<file path="config.mk">
export PLATFORM = sky130hd
export DESIGN_NAME = sdf_r2_stage
export DESIGN_NICKNAME = d
export VERILOG_FILES = /design/src/rtl/sdf_r2_stage.sv
export SDC_FILE = /design/constraint.sdc
export NUM_CORES = 1
export LEC_CHECK = 0
export BUFFER_PORTS_ARGS = -buffer_cell sky130_fd_sc_hd__buf_4
export CORE_UTILIZATION = 25
export CTS_BUF_LIST = sky130_fd_sc_hd__clkbuf_4 sky130_fd_sc_hd__clkbuf_8
export CTS_CLUSTER_DIAMETER = 200
export CTS_CLUSTER_SIZE = 25
export DETAILED_ROUTE_END_ITERATION = 6
export HOLD_SLACK_MARGIN = 0.03
export PLACE_DENSITY_LB_ADDON = 0.08
export SLEW_MARGIN = 5
export SYNTH_ARGS = -nofsm -noshare
export SYNTH_HDL_FRONTEND = slang
export SYNTH_SLANG_ARGS = --single-unit
</file>
<file path="constraint.sdc">
create_clock -name clk -period 4.8 [get_ports clk]
set_input_delay 0.96 -clock clk [delete_from_list [all_inputs] [get_ports clk]]
set_output_delay 0.96 -clock clk [all_outputs]
set_load 0.01 [all_outputs]
</file>
<file path="src/rtl/sdf_r2_stage.sv">
// Radix-2 single-delay-feedback butterfly stage with internal delay line and phase counter.
// Define SDF_SCALE_EN to halve butterfly results (round-half-up) for a fixed output width.
module sdf_r2_stage #(
    parameter int WIDTH      = 8,
    parameter int LOG2_DEPTH = 2
) (
    input  logic                    clk,
    input  logic                    clear,
    input  logic                    in_valid,
    input  logic                    sof,
    input  logic signed [WIDTH-1:0] in_data,
    output logic                    out_valid,
    output logic                    out_phase,
    output logic signed [WIDTH:0]   out_data
);

    localparam int DEPTH = 1 << LOG2_DEPTH;
    localparam int CW    = LOG2_DEPTH + 1;
    localparam int OW    = WIDTH + 1;

    logic [CW-1:0]        cnt_q, cnt_d;
    logic                 primed_q, primed_d;
    logic                 out_valid_q, out_valid_d;
    logic                 out_phase_q, out_phase_d;
    logic signed [OW-1:0] out_data_q, out_data_d;
    logic signed [OW-1:0] dl_q [DEPTH];
    logic signed [OW-1:0] dl_d [DEPTH];

    logic [CW-1:0]        idx;
    logic                 phase;
    logic signed [OW-1:0] head;
    logic signed [OW-1:0] in_ext;
    logic signed [OW-1:0] sum_r;
    logic signed [OW-1:0] diff_r;

`ifdef SDF_SCALE_EN
    logic signed [OW:0]   sum_full;
    logic signed [OW:0]   diff_full;

    // (x + 1) >>> 1 == (x >>> 1) + x[0]; the result always fits in OW bits
    always_comb begin
        sum_full  = {head[OW-1], head} + {{2{in_data[WIDTH-1]}}, in_data};
        diff_full = {head[OW-1], head} - {{2{in_data[WIDTH-1]}}, in_data};
        sum_r     = sum_full[OW:1] + {{(OW-1){1'b0}}, sum_full[0]};
        diff_r    = diff_full[OW:1] + {{(OW-1){1'b0}}, diff_full[0]};
    end
`else
    always_comb begin
        sum_r  = head + in_ext;
        diff_r = head - in_ext;
    end
`endif

    always_comb begin
        idx    = sof ? '0 : cnt_q;
        phase  = idx[CW-1];
        head   = dl_q[0];
        in_ext = {in_data[WIDTH-1], in_data};
    end

    always_comb begin
        cnt_d       = cnt_q;
        primed_d    = primed_q;
        out_valid_d = 1'b0;
        out_phase_d = out_phase_q;
        out_data_d  = out_data_q;
        dl_d        = dl_q;
        if (in_valid) begin
            // counter wraps naturally at 2*DEPTH
            cnt_d = idx + CW'(1);
            for (int i = 0; i < DEPTH - 1; i++) begin
                dl_d[i] = dl_q[i+1];
            end
            dl_d[DEPTH-1] = phase ? diff_r : in_ext;
            if (phase) begin
                primed_d = 1'b1;
            end
            out_valid_d = primed_q | phase;
            if (out_valid_d) begin
                out_phase_d = phase;
                out_data_d  = phase ? sum_r : head;
            end
        end
    end

    always_ff @(posedge clk or posedge clear) begin
        if (clear) begin
            cnt_q       <= '0;
            primed_q    <= 1'b0;
            out_valid_q <= 1'b0;
            out_phase_q <= 1'b0;
            out_data_q  <= '0;
            for (int i = 0; i < DEPTH; i++) begin
                dl_q[i] <= '0;
            end
        end else begin
            cnt_q       <= cnt_d;
            primed_q    <= primed_d;
            out_valid_q <= out_valid_d;
            out_phase_q <= out_phase_d;
            out_data_q  <= out_data_d;
            dl_q        <= dl_d;
        end
    end

    assign out_valid = out_valid_q;
    assign out_phase = out_phase_q;
    assign out_data  = out_data_q;

endmodule

</file>
==> flow_summary_export.csv <==
group,metric,value,unit
sta,rsz0062_at_grt,"no",
detailed_routing,drtIter0Drc,67,
global_routing,overflow,0,
worst_setup_path,reg2reg_depth,10,
clocking,htreeDepth,2,
pwr,p_switching,0.493,mW
outcome,run_status,"finished, final reports clean",
clocking,clock-root-buffer,"clkbuf_8",
cells_and_area,area_delta_synth_final,14.1,%
worst_setup_path,slowest_delay,400,ps
logic_synthesis,synth-seq-cells,51,
place,placed_cell_area,3020,µm²
place,portBuffers,22,
cells_and_area,diodes,0,
pwr,power.total,1.40,mW
floorplanning,die_w,106,µm
floorplanning,start_util,26.1,%
clocking,post_cts_buffers,0,
pwr,internal-power,0.903,mW
logic_synthesis,synth-simple-area-share,8.89,%
worst_setup_path,critical_path.endpoint,"out_data[8]",
logic_synthesis,synth_fa_ha_area_share,9.30,%
clocking,cts_buffers,5,
sta,fin_setup_tns,0,ps
floorplanning,ioPinCount,23,
worst_setup_path,cp_num_buf_inv,2,
floorplanning,dieHeight,106,µm
pwr,power.density,450,nW/µm²
pwr,switching_share,35.3,%
detailed_routing,wirelength,5910,µm
worst_setup_path,worstSetupPathType,"input port to flip-flop",
sta,skew,2.77,ps
logic_synthesis,yosysWarnings,0,
logic_synthesis,syn_nets,291,
sta,setup_viol,0,
logic_synthesis,synth_top_flop_cell,"dfrtp_1",
detailed_routing,wl_per_cell,14.2,µm
global_routing,grt_pass1_vias,1854,
place,dp_hpwl,4190,µm
worst_setup_path,critPathSlowestCell,"fa_1",
logic_synthesis,synth_compound_area_share,15.2,%
detailed_routing,via_count,1867,
sta,period_share,53.4,%
cells_and_area,num-fill-cells,1127,
logic_synthesis,synth_edf_count,0,
worst_hold_path,hold_path_class,"flip-flop to flip-flop",
detailed_routing,postRouteAntennaNets,0,
global_routing,grt_max_degree,58,
floorplanning,core_area,10400,µm²
worst_setup_path,crit_required,4970,ps
logic_synthesis,netlist_instances,260,
pwr,comb_power_share,38.5,%
floorplanning,die-area,11300,µm²
sta,worst_pin_slew,672,ps
clocking,clk_pin_slew,90,ps
worst_setup_path,worst_setup_path_start_kind,"input port",
cells_and_area,layout-drive-gt1-share,21.4,%
sta,final-max-slew-violation-count,0,
worst_setup_path,r2r_slack,2590,ps
worst_setup_path,crit_start,"in_data[0]",
worst_setup_path,crit_path_cell_trace,"buf_4, ha_1, inv_1, fa_1, o21bai_1, a21oi_1, o31ai_1, a311oi_2, xnor2_1, a21oi_1",
logic_synthesis,synth_xor_xnor_area_share,3.87,%
clocking,cts_resized,0,
worst_setup_path,rr_endpoint,"dl_q[8]",
worst_setup_path,cp_common_cell,"a21oi_1",
clocking,clock_path_buffers,2,
clocking,clkSinkCount,51,
pwr,leakage,1.36,nW
clocking,tritoncts,"yes",
pwr,clock_power_share,17.3,%
logic_synthesis,yosysSeqAreaShare,47.0,%
global_routing,grt_pass1_wl,10000,µm
worst_setup_path,path_max_fanout,3,
detailed_routing,post_drt_via_cell_ratio,4.49,
floorplanning,num_rows,37,
flow_run,cap_violations,0,
logic_synthesis,synth.distinct_cells,37,
sta,slew_headroom,55.2,%
logic_synthesis,async_reset_ff_share,100,%
logic_synthesis,synth_top_family_by_area,"compound AO/OA/AOI/OAI gates",
cells_and_area,final_cells,416,
global_routing,grtUsageTotal,11.5,%
worst_setup_path,crit_family,"compound AO/OA/AOI/OAI gates",
place,globalplace.congestion,0.758,
worst_setup_path,cp_num_cells,10,
clocking,postCtsHoldBufs,0,
cells_and_area,nNetsFinal,312,
sta,timing.hold.ws,488,ps
sta,finalCriticalPeriod,2570,ps
worst_setup_path,worstReg2RegStart,"head[0]",
global_routing,antenna_found_initial,0,
cells_and_area,finish.instance_area,3100,µm²
pwr,ir_drop,175,µV
sta,fmax,390,MHz
worst_setup_path,cp.arrival,2740,ps
detailed_routing,first_pass_iters,4,
logic_synthesis,syn-cell-area,2720,µm²
worst_setup_path,end_kind,"flip-flop",
detailed_routing,route.detailed.drc,0,
logic_synthesis,synthMuxAreaShare,11.6,%
pwr,power_frac_seq,44.2,%
logic_synthesis,avgSynthCellArea,10.4,µm²
clocking,clkLatencyLatePin,300,ps
sta,hold_viol,0,
place,placed_cells,410,
## area by class of cell
type	count	area [µm²]	area share [%]
Clock buffer	6	76.3	2.46
Inverter	19	71.3	2.30
Multi-Input combinational cell	180	1330	42.8
Sequential cell	51	1280	41.2
Tap cell	136	170	5.49
Timing Repair Buffer	24	180	5.81
## cells in the final DEF (no fill, tap or decap), types with 2 or more instances in the layout
master and instances:
o22ai_1 6, nor3_1 3, clkbuf_8 5, buf_4 24, a32oi_1 2, a21oi_1 22
nor2_1 21, o21bai_1 4, dfrtp_1 51, nor2b_1 4, nand3_1 2, nand2_1 18
o21a_1 2, a21o_1 4, fa_1 2, inv_1 18, mux2_2 27, nand2b_1 4
o31ai_1 2, a31oi_1 4, xnor2_1 10, o21ai_0 13, xor2_1 2, ha_1 17
## worst min path at each step
stage                   to   startpoint  slack (ps)  cells past startpoint
2_1_floorplan      dl_q[5]      dl_q[5]         450                      1
3_3_place_gp     out_phase    out_phase         470                      2
3_5_place_dp     out_phase    out_phase         460                      2
4_1_cts          out_phase    out_phase         500                      2
5_1_grt          out_phase    out_phase         520                      2
6_report       out_data[0]  out_data[0]         490                      2
## kinds of logic (layout without fill, tap and decap cells)
logic type | after synthesis | after routing
AO/OA/AOI/OAI | 66 | 66
AND/OR/NAND/NOR | 55 | 55
flip-flops | 51 | 51
buffers and inverters | 29 | 49
multiplexers | 28 | 28
adder cells (fa/ha/maj) | 19 | 19
XOR/XNOR | 12 | 12
## power by group through the flow
stage               registers, mW  logic (mW)  clock network (mW)
finish                      0.617       0.537               0.241
global route                0.637       0.606               0.274
CTS                         0.621       0.544               0.258
detailed placement          0.630       0.539                   0
global placement            0.629       0.545                   0
floorplan                   0.623       0.367                   0
## flip-flops by register name (all words and copies together), names as in the netlist
| name | cells |
|---|---|
| dl_q | 27 |
| head | 9 |
| out_data | 9 |
| cnt_q | 3 |
| out_phase | 1 |
| out_valid | 1 |
| primed_q | 1 |
## metrics by stage
stage / util [%] / setup slack, ps
global route: 29.8 / 2080
CTS: 29.8 / 2250
floorplan: - / 2260
finish: 29.8 / 2230
detailed placement: 29.0 / 1920
global placement: 29.0 / 2030
## per-layer routing
layer  GRT usage, %  part of all wire, %  up-vias
li1               -                    -      941
met1           17.3                   54      886
met2           16.7                   41       38
met3           2.21                  4.0        2
met4           3.27                 0.74        0
met5              0                    0        -
## worst min-delay path, cell delays in order, from the launching register on
cell and delay [ps]:
dfrtp_1 350, nand2_1 40, o21ai_0 60
## Yosys cell counts, types with 2 or more instances
cell type	n	area [µm²]
dfrtp_1	51	1280
mux2_2	27	304
a21oi_1	22	110
nor2_1	21	78.8
inv_1	19	71.3
nand2_1	18	67.6
ha_1	17	213
o21ai_0	13	65.1
xnor2_1	10	87.6
clkbuf_1	6	22.5
o22ai_1	6	37.5
a21o_1	4	30.0
a31oi_1	4	25.0
nand2b_1	4	25.0
nor2b_1	4	25.0
o21bai_1	4	30.0
nor3_1	3	15.0
a32oi_1	2	17.5
buf_2	2	10.0
fa_1	2	40.0
nand3_1	2	10.0
o21a_1	2	15.0
o31ai_1	2	15.0
xor2_1	2	17.5
Note: power is estimated with default switching activity, not from simulation.
